<file path="src/rtl/eth_frame_detector_axi_xbar.sv">
// ============================================================================
// eth_frame_detector_axi_xbar
//
// Purpose:
//   AXI4-Lite slave front end for the frame detector family. It accepts one
//   AXI4-Lite access at a time and forwards it to one of C_NUM_PORTS simple
//   req/ack memory windows. The window is chosen from the upper address bits.
//   Window 0 is normally the register file. The other windows are
//   script/FIFO memories.
//
//   Features:
//     - Fair read/write arbitration: when both are pending, the type that
//       was not served last wins.
//     - Per-access timeout, which answers with SLVERR.
//     - DECERR for addresses that fall outside every window.
//     - A saturating 16-bit counter of all error responses.
//
// Ports:
//   clk, rst            clock and synchronous active-high reset
//   s_axi_aw*/w*/b*     AXI4-Lite write address, write data and write response
//   s_axi_ar*/r*        AXI4-Lite read address and read data
//   mem_req[k]          request to window k, held until ack or timeout
//   mem_addr slice k    word address inside window k
//   mem_we[k]           1 = write access
//   mem_wstrb slice k   byte enables for window k
//   mem_wdata slice k   write data for window k
//   mem_rdata slice k   read data from window k, valid together with ack
//   mem_ack[k]          one-cycle completion pulse from window k
//   err_count           saturating count of SLVERR and DECERR responses
// ============================================================================
module eth_frame_detector_axi_xbar #(
    parameter int C_AXI_WIDTH  = 32,
    parameter int C_ADDR_WIDTH = 16,
    parameter int C_NUM_PORTS  = 3,
    parameter int C_WIN_BITS   = 14,
    parameter int C_TIMEOUT    = 256
) (
    input  logic                                   clk,
    input  logic                                   rst,

    input  logic [C_ADDR_WIDTH-1:0]                s_axi_awaddr,
    input  logic [2:0]                             s_axi_awprot,
    input  logic                                   s_axi_awvalid,
    output logic                                   s_axi_awready,

    input  logic [C_AXI_WIDTH-1:0]                 s_axi_wdata,
    input  logic [C_AXI_WIDTH/8-1:0]               s_axi_wstrb,
    input  logic                                   s_axi_wvalid,
    output logic                                   s_axi_wready,

    output logic [1:0]                             s_axi_bresp,
    output logic                                   s_axi_bvalid,
    input  logic                                   s_axi_bready,

    input  logic [C_ADDR_WIDTH-1:0]                s_axi_araddr,
    input  logic [2:0]                             s_axi_arprot,
    input  logic                                   s_axi_arvalid,
    output logic                                   s_axi_arready,

    output logic [C_AXI_WIDTH-1:0]                 s_axi_rdata,
    output logic [1:0]                             s_axi_rresp,
    output logic                                   s_axi_rvalid,
    input  logic                                   s_axi_rready,

    output logic [C_NUM_PORTS-1:0]                 mem_req,
    output logic [C_NUM_PORTS*(C_WIN_BITS-$clog2(C_AXI_WIDTH/8))-1:0] mem_addr,
    output logic [C_NUM_PORTS-1:0]                 mem_we,
    output logic [C_NUM_PORTS*(C_AXI_WIDTH/8)-1:0] mem_wstrb,
    output logic [C_NUM_PORTS*C_AXI_WIDTH-1:0]     mem_wdata,
    input  logic [C_NUM_PORTS*C_AXI_WIDTH-1:0]     mem_rdata,
    input  logic [C_NUM_PORTS-1:0]                 mem_ack,

    output logic [15:0]                            err_count
);

    localparam int STRB_W  = C_AXI_WIDTH / 8;
    localparam int BYTE_SH = $clog2(STRB_W);
    localparam int MAW     = C_WIN_BITS - BYTE_SH;
    localparam int IDXW    = C_ADDR_WIDTH - C_WIN_BITS;
    localparam int TCW     = $clog2(C_TIMEOUT);

    localparam logic [1:0] RESP_OKAY   = 2'b00;
    localparam logic [1:0] RESP_SLVERR = 2'b10;
    localparam logic [1:0] RESP_DECERR = 2'b11;

    localparam logic [2:0] S_IDLE     = 3'd0;
    localparam logic [2:0] S_ACCEPT_R = 3'd1;
    localparam logic [2:0] S_ACCEPT_W = 3'd2;
    localparam logic [2:0] S_ACCESS   = 3'd3;
    localparam logic [2:0] S_RESP_R   = 3'd4;
    localparam logic [2:0] S_RESP_W   = 3'd5;

    // ------------------------------------------------------------------
    // State and transaction registers
    // ------------------------------------------------------------------
    logic [2:0]             r_state;
    logic                   r_lastWrite;
    logic                   r_isWrite;
    logic [C_NUM_PORTS-1:0] r_memReq;
    logic [MAW-1:0]         r_wordAddr;
    logic [C_AXI_WIDTH-1:0] r_wdata;
    logic [STRB_W-1:0]      r_wstrb;
    logic [TCW-1:0]         r_tcount;
    logic                   r_rvalid;
    logic [1:0]             r_rresp;
    logic [C_AXI_WIDTH-1:0] r_rdata;
    logic                   r_bvalid;
    logic [1:0]             r_bresp;
    logic [15:0]            r_errCount;

    // ------------------------------------------------------------------
    // Combinational helpers
    // ------------------------------------------------------------------
    logic                    w_rdPend;
    logic                    w_wrPend;
    logic                    w_pickRead;
    logic [C_ADDR_WIDTH-1:0] w_acceptAddr;
    logic [IDXW-1:0]         w_idx;
    logic [31:0]             w_idxExt;
    logic [C_NUM_PORTS-1:0]  w_sel;
    logic                    w_hit;
    logic                    w_ackHit;
    logic [C_AXI_WIDTH-1:0]  w_ackData;
    logic                    w_timeout;
    logic                    w_rHandshake;
    logic                    w_bHandshake;
    logic                    w_errInc;
    logic                    w_unusedBits;

    // The protection bits carry no meaning for these windows. The byte-lane
    // bits of the addresses are also unused, because accesses are word-wide
    // and the strobes select the bytes.
    assign w_unusedBits = ^{s_axi_awprot, s_axi_arprot, s_axi_awaddr, s_axi_araddr};

    // A write is only pending when both AW and W are present. The two halves
    // of a write are never taken separately.
    assign w_rdPend   = s_axi_arvalid;
    assign w_wrPend   = s_axi_awvalid & s_axi_wvalid;
    assign w_pickRead = w_rdPend & (~w_wrPend | r_lastWrite);

    // The address being accepted this cycle comes from whichever channel the
    // accept state belongs to.
    assign w_acceptAddr = (r_state == S_ACCEPT_W) ? s_axi_awaddr : s_axi_araddr;
    assign w_idx        = w_acceptAddr[C_ADDR_WIDTH-1:C_WIN_BITS];
    assign w_idxExt     = 32'(w_idx);

    // One-hot window select. An out-of-range index leaves it all zero, which
    // is also how an unmapped address is detected.
    always_comb begin
        w_sel = '0;
        for (int k = 0; k < C_NUM_PORTS; k++) begin
            if (w_idxExt == 32'(k)) begin
                w_sel[k] = 1'b1;
            end
        end
    end

    assign w_hit = |w_sel;

    // An ack only counts on a port whose request is currently high. This
    // makes stray acks and late acks after a timeout harmless.
    assign w_ackHit = |(mem_ack & r_memReq);

    // The request vector is one-hot, so ORing the masked slices gives the
    // data of the active port.
    always_comb begin
        w_ackData = '0;
        for (int k = 0; k < C_NUM_PORTS; k++) begin
            if (r_memReq[k]) begin
                w_ackData = w_ackData | mem_rdata[k*C_AXI_WIDTH +: C_AXI_WIDTH];
            end
        end
    end

    assign w_timeout    = (r_tcount == TCW'(C_TIMEOUT - 1));
    assign w_rHandshake = r_rvalid & s_axi_rready;
    assign w_bHandshake = r_bvalid & s_axi_bready;
    assign w_errInc     = (w_rHandshake & r_rresp[1]) | (w_bHandshake & r_bresp[1]);

    // ------------------------------------------------------------------
    // Main transaction FSM. Only one access is in flight at a time. The
    // IDLE state makes the arbitration decision. The accept state raises
    // the ready signals and captures the request. ACCESS waits for the ack
    // or the timeout. The response states hold valid until the master
    // takes the response.
    // ------------------------------------------------------------------
    always_ff @(posedge clk) begin
        if (rst) begin
            r_state     <= S_IDLE;
            r_lastWrite <= 1'b1;
            r_isWrite   <= 1'b0;
            r_memReq    <= '0;
            r_wordAddr  <= '0;
            r_wdata     <= '0;
            r_wstrb     <= '0;
            r_tcount    <= '0;
            r_rvalid    <= 1'b0;
            r_rresp     <= RESP_OKAY;
            r_rdata     <= '0;
            r_bvalid    <= 1'b0;
            r_bresp     <= RESP_OKAY;
        end else begin
            case (r_state)
                S_IDLE: begin
                    if (w_pickRead) begin
                        r_state     <= S_ACCEPT_R;
                        r_lastWrite <= 1'b0;
                    end else if (w_wrPend) begin
                        r_state     <= S_ACCEPT_W;
                        r_lastWrite <= 1'b1;
                    end
                end

                S_ACCEPT_R, S_ACCEPT_W: begin
                    r_isWrite  <= (r_state == S_ACCEPT_W);
                    r_wordAddr <= w_acceptAddr[C_WIN_BITS-1:BYTE_SH];
                    r_wdata    <= s_axi_wdata;
                    r_wstrb    <= s_axi_wstrb;
                    r_tcount   <= '0;
                    if (w_hit) begin
                        r_memReq <= w_sel;
                        r_state  <= S_ACCESS;
                    end else if (r_state == S_ACCEPT_W) begin
                        r_bvalid <= 1'b1;
                        r_bresp  <= RESP_DECERR;
                        r_state  <= S_RESP_W;
                    end else begin
                        r_rvalid <= 1'b1;
                        r_rresp  <= RESP_DECERR;
                        r_rdata  <= '0;
                        r_state  <= S_RESP_R;
                    end
                end

                // An ack is checked before the timeout, so an ack that
                // arrives in the timeout cycle still completes with OKAY.
                S_ACCESS: begin
                    if (w_ackHit || w_timeout) begin
                        r_memReq <= '0;
                        if (r_isWrite) begin
                            r_bvalid <= 1'b1;
                            r_bresp  <= w_ackHit ? RESP_OKAY : RESP_SLVERR;
                            r_state  <= S_RESP_W;
                        end else begin
                            r_rvalid <= 1'b1;
                            r_rresp  <= w_ackHit ? RESP_OKAY : RESP_SLVERR;
                            r_rdata  <= w_ackHit ? w_ackData : '0;
                            r_state  <= S_RESP_R;
                        end
                    end else begin
                        r_tcount <= r_tcount + 1'b1;
                    end
                end

                S_RESP_R: begin
                    if (w_rHandshake) begin
                        r_rvalid <= 1'b0;
                        r_state  <= S_IDLE;
                    end
                end

                S_RESP_W: begin
                    if (w_bHandshake) begin
                        r_bvalid <= 1'b0;
                        r_state  <= S_IDLE;
                    end
                end

                default: begin
                    r_state  <= S_IDLE;
                    r_memReq <= '0;
                end
            endcase
        end
    end

    // ------------------------------------------------------------------
    // Error counter. It counts a response when the master takes it, not
    // when the response is produced. It sticks at all-ones.
    // ------------------------------------------------------------------
    always_ff @(posedge clk) begin
        if (rst) begin
            r_errCount <= '0;
        end else if (w_errInc && (r_errCount != 16'hFFFF)) begin
            r_errCount <= r_errCount + 16'd1;
        end
    end

    // ------------------------------------------------------------------
    // Memory-side outputs. A port's slice carries the captured request
    // only while that port's req is high. Every other slice is held at
    // zero. Write data and strobes are also zero during reads.
    // ------------------------------------------------------------------
    always_comb begin
        mem_addr  = '0;
        mem_we    = '0;
        mem_wstrb = '0;
        mem_wdata = '0;
        for (int k = 0; k < C_NUM_PORTS; k++) begin
            if (r_memReq[k]) begin
                mem_addr[k*MAW +: MAW] = r_wordAddr;
                mem_we[k]              = r_isWrite;
                if (r_isWrite) begin
                    mem_wstrb[k*STRB_W +: STRB_W]           = r_wstrb;
                    mem_wdata[k*C_AXI_WIDTH +: C_AXI_WIDTH] = r_wdata;
                end
            end
        end
    end

    assign mem_req = r_memReq;

    // The ready signals are decoded straight from the state. Each accept
    // state lasts exactly one cycle, so ready pulses for a single cycle.
    assign s_axi_arready = (r_state == S_ACCEPT_R);
    assign s_axi_awready = (r_state == S_ACCEPT_W);
    assign s_axi_wready  = (r_state == S_ACCEPT_W);

    assign s_axi_rvalid = r_rvalid;
    assign s_axi_rresp  = r_rresp;
    assign s_axi_rdata  = r_rdata;
    assign s_axi_bvalid = r_bvalid;
    assign s_axi_bresp  = r_bresp;
    assign err_count    = r_errCount;

endmodule

</file>
<file path="config.mk">
export PLATFORM = sky130hd
export DESIGN_NAME = eth_frame_detector_axi_xbar
export DESIGN_NICKNAME = d
export VERILOG_FILES = /design/src/rtl/eth_frame_detector_axi_xbar.sv
export SDC_FILE = /design/constraint.sdc
export NUM_CORES = 1
export LEC_CHECK = 0
export BUFFER_PORTS_ARGS = -buffer_cell sky130_fd_sc_hd__buf_4
export CAP_MARGIN = 20
export CORE_AREA = 2 2 149 151
export DETAILED_ROUTE_END_ITERATION = 10
export DIE_AREA = 0 0 151 153
export MAX_ROUTING_LAYER = met4
export SETUP_SLACK_MARGIN = 0.05
export SYNTH_ARGS = -nofsm -noshare
export SYNTH_HDL_FRONTEND = slang
export SYNTH_SLANG_ARGS = --single-unit
</file>
<file path="constraint.sdc">
create_clock -name clk -period 1.97 [get_ports clk]
set_input_delay 0.394 -clock clk [delete_from_list [all_inputs] [get_ports clk]]
set_output_delay 0.394 -clock clk [all_outputs]
set_load 0.03 [all_outputs]
</file>
# Yosys cells after proc, flatten, opt, wreduce, memory -nomap -nowiden
# Cells that the tools add are included.
[totals]
input_bits = 180
regBits = 118
[classes]
addsub = 2
bitwise = 13
n_reduce_logical = 20
n_eq_ne = 20
n_mux = 66
[ops]
columns = ["cell", "count"]
rows = [
  ["2-to-1 mux 32 bit", 12],
  ["OR 32 bit", 2],
  ["one-hot mux 32 bit (2 select lines)", 1],
  ["2-to-1 mux 12 bit", 3],
  ["zero test 32 bit", 1],
  ["2-to-1 mux 3 bit", 8],
  ["2-to-1 mux 1 bit", 20],
  ["inequality test 2 bit (second input constant)", 10],
  ["2-to-1 mux 2 bit", 9],
  ["adder 16 x 1 -> 16 bit (second input constant)", 1],
  ["2-to-1 mux 16 bit", 1],
  ["2-to-1 mux 4 bit", 4],
  ["inequality test 16 bit (second input constant)", 1],
  ["one-hot mux 8 bit (2 select lines)", 1],
  ["one-hot mux 3 bit (5 select lines)", 1],
  ["AND reduction 6 bit", 2],
  ["AND reduction 5 bit", 2],
  ["one-hot mux 3 bit (3 select lines)", 1],
  ["OR reduction 3 bit", 3],
  ["adder 8 x 1 -> 8 bit (second input constant)", 1],
  ["equality test 8 bit (second input constant)", 1],
  ["2-to-1 mux 8 bit", 1],
  ["one-hot mux 2 bit (2 select lines)", 2],
  ["bitwise AND 1 bit", 6],
  ["19 further kinds", 27],
]

# Depth between registers and ports, before layout
# Gate-level depths: netlist of run 1.
[depth]
ltp_word = 9
mapped_depth = 7

# Worst setup path after synthesis of run 1
# Ideal clock, no wire load.
[synth_path]
path_kind = "register to register"
from = "register r_memReq[0] (netlist: mem_req[0])"
to = "register r_rdata[31] (netlist: s_axi_rdata[31])"
path_stages_with_launch = 7
setup_ns = 0.071
n_path_buf = 1
setup_slack_ns = 0.034
synth_period_minus_slack_ns = 1.936
arrival_time_ns = 1.865
cell_sequence = "dfxtp_1 -> a222oi_1 -> o211ai_2 -> and3_4 -> nor2_8 -> buf_6 -> o2bb2ai_1"
[synth_via]
elab_chain_len = 9
elab_cells_between_ends = 14
[synth_lines]
columns = ["element", "line", "source"]
rows = [
  ["start, declared", "99", "logic [C_NUM_PORTS-1:0] r_memReq;"],
  ["start signal, assigned", "221", "r_memReq <= w_sel;"],
  ["2-to-1 mux 32 bit", "169", "if (r_memReq[k]) begin"],
  ["OR 32 bit", "170", "w_ackData = w_ackData | mem_rdata[k*C_AXI_WIDTH +: C_AXI_WIDTH];"],
  ["2-to-1 mux 32 bit", "169", ""],
  ["OR 32 bit", "170", ""],
  ["2-to-1 mux 32 bit", "169", ""],
  ["2-to-1 mux 32 bit", "247", "r_rdata <= w_ackHit ? w_ackData : '0;"],
  ["2-to-1 mux 32 bit", "240", "if (r_isWrite) begin"],
  ["2-to-1 mux 32 bit", "238", "if (w_ackHit || w_timeout) begin"],
  ["one-hot mux 32 bit (2 select lines)", "203", "case (r_state)"],
  ["end signal, assigned", "247", ""],
  ["end, declared", "106", "logic [C_AXI_WIDTH-1:0] r_rdata;"],
]
# Parallel ways exist; a longest one is shown, timed or not. The select of a mux whose other input is x is not followed.
# A chain may end at the register's enable or synchronous reset.

# Worst setup path after layout of run 1
[layout_path]
from = "register r_memReq[1] (netlist: mem_req[1])"
to = "output mem_wdata[34]"
[layout_via]
elab_chain_len = 1
[layout_lines]
columns = ["element", "line", "source"]
rows = [
  ["2-to-1 mux 32 bit", "300", "if (r_memReq[k]) begin"],
  ["end, declared", "69", "output logic [C_NUM_PORTS*C_AXI_WIDTH-1:0] mem_wdata,"],
]
# Every way passes these cells.

==> flow_summary.toml, run 1 <==
[sta]
slew_viol_final = 0
finalClockSkew_ps = 10.3
fin_tns_setup_ps = 0
worstMarginPinSlew_ps = 465
layout_min_cycle_time_ps = 1870
setup_violations = 0
rsz0062_at_grt = "false"
relSlewSlack = 0.688
fin_crit_sh = 0.951
fmax_mhz = 534
worst_slack_ps = 96.4
hold_violations = 0

[global_route]
grt_pass1_wl_um = 35600
grt-ovfl-total = 0
antenna_found_initial = 0
grt_pass1_vias = 6645
track_usage = 0.204
grt_max_degree = 85

[clock_network]
clock_path_buffers = 2
cts.hold.buffers_added = 0
clk_pin_slew_ps = 60
cts-buffers-inserted = 17
cts_tree = "built"
cts_sinks = 118
clockRootBuffer = "clkbuf_16"
htree_levels = 4
clk-insertion-delay-late_ps = 410

[pwr]
leakage_nw = 4.80
total_power_mw = 9.33
power.density_nw_per_um2 = 931
irDropWorstVdd_mv = 0.479

[cells_and_area]
seqCellArea_um2 = 2370
layout_common_cells = "buf_4 (403), dfxtp_1 (113), and3_1 (111)"
mostFrequentLayoutCell = "buf_4"
num-fill-cells = 2174
area_growth_pct = 64.1
num-nets-final = 1295
n_antenna_cell = 0
drive_above_1_share = 0.412
final_area_um2 = 10000
multi_input_area_um2 = 3440

[detailed_routing]
wl_per_cell_um = 17.5
viasPerCell = 5.04
routed_wl_um = 24600
drt_iter0_markers = 443
drc = 0
ant_nets = 0
dr.pass1.iters = 6
num_vias = 7086

[critical_path]
cp_data_required_time_ps = 1580
critPathLaunchType = "register"
critPathKind = "register to primary output"
cp_max_fo = 67
worstPathArrival_ps = 1480
cp-end-kind = "primary output"

[place]
dpl.hpwl_um = 17700
gp_congestion = 0.794
place_ws_ps = 124
place_area_um2 = 9350
io_buffer_count = 376

[yosys]
synth_area_um2 = 6110
syn_nets = 933
ys_types = 55
ys_warn_count = 0
yosysSeqAreaShare = 0.387
avgSynthCellArea_um2 = 8.13
ys_top_cells_by_area = "dfxtp_1 (39%), and3_1 (11%), nand2_1 (5.8%)"
synthFlopType = "dfxtp_1"
synth_edf_count = 0
ys_seq_elements = 118
synth_top_area_cell = "dfxtp_1"
synthCells = 751
yosys.area.top_type_share = 0.387
ys_async_sr_fraction = 0

[floorplan]
fp.dieW_um = 151
dieArea_um2 = 23100
io_pins = 387
initial_utilization = 0.284
fp.coreArea_um2 = 21500
dieHeight_um = 153
num_rows = 54

[worst_hold_path]
hp-class = "input port to register"

[flow_run]
drv_cap = 0

[run_status]
status = "finished, final reports clean"
-- routing by layer --
metal	global-route usage	part of all wire	vias up
met1	0.241	0.42	3308
met5	-	0	-
li1	-	-	3477
met2	0.335	0.48	271
met4	0.0641	0.021	0
met3	0.0564	0.077	30
-- cell families (layout without fill, tap and decap cells) --
| family | Yosys count | count (layout) | synth area share |
|---|---|---|---|
| buf+inv | 83 | 458 | 0.0557 |
| compound gates | 181 | 181 | 0.216 |
| flops | 118 | 118 | 0.387 |
| xor+xnor | 9 | 9 | 0.0129 |
| mux | 18 | 18 | 0.0295 |
| simple gates | 340 | 340 | 0.295 |
| fa+ha+maj | 2 | 2 | 0.00410 |
-- synthesized netlist by cell type, types with 5 or more instances --
library cell / count
a211oi_1: 14
a21oi_1: 55
a222oi_1: 33
a31oi_1: 6
and2_1: 41
and3_1: 111
clkbuf_1: 64
dfxtp_1: 118
inv_1: 9
mux2i_1: 18
nand2_1: 94
nand3_1: 16
nor2_1: 42
nor3_1: 7
o21ai_0: 17
o2bb2ai_1: 32
or3_1: 5
xnor2_1: 6
-- state kept, by name, indices dropped and copies added, names as in the netlist, 2 cells and up --
register	count
r_wordAddr	12
r_state	3
r_wstrb	4
r_wdata	32
s_axi_rdata	32
s_axi_rresp	2
r_tcount	8
s_axi_bresp	2
mem_req	3
err_count	16
-- final cells by class --
type / instances / share of cell area
clock buffer: 17 / 0.0425
multi-input combinational: 550 / 0.343
timing repair buffer: 417 / 0.329
tap: 280 / 0.0350
sequential: 118 / 0.237
clock inverter: 15 / 0.0107
inverter: 9 / 0.00337
-- final timing paths --
check | from | end | slack (ps) | depth (start not counted)
worst max-delay path | mem_req[1]$_SDFFE_PP0P_ | mem_wdata[34] | 100 | 3
worst min-delay path | s_axi_wdata[30] | r_wdata[30]$_SDFFE_PP0P_ | 230 | 3
worst max register to register | r_tcount[0]$_SDFFE_PP0P_ | s_axi_rresp[0]$_SDFFE_PP0P_ | 160 | 7
worst min register to register | s_axi_bresp[0]$_SDFFE_PP0P_ | s_axi_bresp[0]$_SDFFE_PP0P_ | 460 | 2
-- timing repair --
| action | CTS | global route |
|---|---|---|
| pin swaps | 1 | 2 |
| gates resized for setup | 6 | 8 |
| setup endpoints to repair | 14 | 107 |
| buffers inserted | 2 | 3 |
| cloned | 0 | 2 |
-- worst max-delay path: stages, from the launching register on --
cell and delay (ps):
dfxtp_2 370, buf_12 260, and3_1 220, buf_4 170
-- report_power, final --
group | total (mW) | leakage, nW | internal (mW) | switching (mW)
registers | 3.22 | 0.962 | 2.78 | 0.435
clock network | 2.78 | 0.256 | 1.61 | 1.17
logic | 3.34 | 3.58 | 1.40 | 1.94
total | 9.33 | 4.80 | 5.79 | 3.54
-- through the flow --
stage          hold WS (ps)  std cells   util
6_report                227       1406  0.466
5_1_grt                 212       1406  0.466
4_1_cts                 212       1401  0.462
3_5_place_dp            448       1367  0.435
3_3_place_gp            446       1367  0.435
2_1_floorplan           449        751      -
No activity file was read; power rests on OpenSTA's default activity.
==> run 2: changes to the inputs <==
--- a/config.mk
+++ b/config.mk
@@ -11,6 +11,7 @@
 export DETAILED_ROUTE_END_ITERATION = 10
 export DIE_AREA = 0 0 151 153
 export MAX_ROUTING_LAYER = met4
+export RECOVER_POWER = 50
 export SETUP_SLACK_MARGIN = 0.05
 export SYNTH_ARGS = -nofsm -noshare
 export SYNTH_HDL_FRONTEND = slang
==> flow_summary.toml, run 2 (synthesis gave the netlist of run 1 again) <==
[detailed_routing]
drc = 0
drt_iter0_markers = 439
num_vias = 7071
viasPerCell = 5.03
routed_wl_um = 24500
wl_per_cell_um = 17.4
ant_nets = 0
dr.pass1.iters = 8

[clock_network]
clockRootBuffer = "clkbuf_16"
cts.hold.buffers_added = 0
clk-insertion-delay-late_ps = 410
cts_tree = "built"
clk_pin_slew_ps = 60
clock_path_buffers = 2
cts-buffers-inserted = 17
cts_sinks = 118
htree_levels = 4

[sta]
layout_min_cycle_time_ps = 1870
rsz0062_at_grt = "false"
whs_ps = 227
hold_violations = 0
fmax_mhz = 534
fin_crit_sh = 0.951
finalClockSkew_ps = 9.11
fin_tns_setup_ps = 0
setup_violations = 0
worst_slack_ps = 95.7
relSlewSlack = 0.651
worstMarginPinSlew_ps = 525
slew_viol_final = 0

[global_route]
grt-ovfl-total = 0
antenna_found_initial = 0
grt_max_degree = 85
grt_pass1_vias = 6645
grt_pass1_wl_um = 35600
track_usage = 0.204

[place]
place_area_um2 = 9350
gp_congestion = 0.794
dpl.hpwl_um = 17700
place_ws_ps = 124
io_buffer_count = 376

[floorplan]
dieHeight_um = 153
io_pins = 387
fp.coreArea_um2 = 21500
fp.dieW_um = 151
initial_utilization = 0.284
dieArea_um2 = 23100
num_rows = 54

[cells_and_area]
final_area_um2 = 9760
num-nets-final = 1295
drive_above_1_share = 0.360
mostFrequentLayoutCell = "buf_4"
area_growth_pct = 59.8
layout_common_cells = "buf_4 (336), dfxtp_1 (113), and3_1 (111)"

[flow_run]
drv_cap = 0

[critical_path]
critPathKind = "register to primary output"
worstPathArrival_ps = 1480
cp_max_fo = 67
critPathLaunchType = "register"
cp-end-kind = "primary output"
cp_data_required_time_ps = 1580

[pwr]
irDropWorstVdd_mv = 0.479
power.density_nw_per_um2 = 948
leakage_nw = 4.54
total_power_mw = 9.25

[worst_hold_path]
hp-class = "input port to register"

[run_status]
status = "finished, final reports clean"
## run 2: cell count changes in the layout (fill, tap and decap cells not counted), moves of 2 or more
cell / delta
clkbuf_4: +2
clkbuf_2: +8
and2_0: +8
clkbuf_1: +57
and2_1: -8
buf_4: -67
## run 2: metal layers
layer,routed length (µm),vias to the layer above,global-route usage
li1,-,3480,-
met1,10200,3284,0.241
met2,11800,275,0.335
met3,1990,32,0.0564
met4,516,0,0.0641
met5,0,-,-
## run 2: worst paths after layout
check,slack [ps],start,to,cells past startpoint
hold reg to reg,450,s_axi_bresp[0]$_SDFFE_PP0P_,s_axi_bresp[0]$_SDFFE_PP0P_,2
hold / removal,230,s_axi_wdata[30],r_wdata[30]$_SDFFE_PP0P_,3
setup / recovery,100,mem_req[1]$_SDFFE_PP0P_,mem_wdata[34],3
setup reg to reg,160,r_tcount[0]$_SDFFE_PP0P_,s_axi_rresp[0]$_SDFFE_PP0P_,7
## run 2: repair_timing
item                                    CTS  global route
endpoints found under the setup margin   14           107
pin swaps                                 1             2
cloned                                    0             2
resized for setup                         6             8
buffers inserted                          2             3
## run 2: critical path, stage by stage (launching register included)
cell     delay, ps
dfxtp_2        370
buf_12         260
and3_1         220
buf_4          170
## run 2: metrics by stage
stage / util / cells
final: 0.454 / 1407
after detailed placement: 0.435 / 1367
after floorplan: - / 751
after CTS: 0.462 / 1401
after global placement: 0.435 / 1367
after global routing: 0.454 / 1406
## run 2: power breakdown
group          total [mW]  switching (mW)  internal [mW]
Sequential           3.21           0.430           2.78
Clock                2.78            1.17           1.61
Combinational        3.26            1.92           1.34
## run 2: final cells by class
| class | instances | area (µm²) |
|---|---|---|
| inverter | 9 | 33.8 |
| sequential | 118 | 2370 |
| timing repair buffer | 417 | 3050 |
| antenna | 1 | 2.50 |
| fill | 2226 | 11700 |
| multi-input combinational | 550 | 3420 |
| clock buffer | 17 | 425 |
| tap | 280 | 350 |
| clock inverter | 15 | 108 |
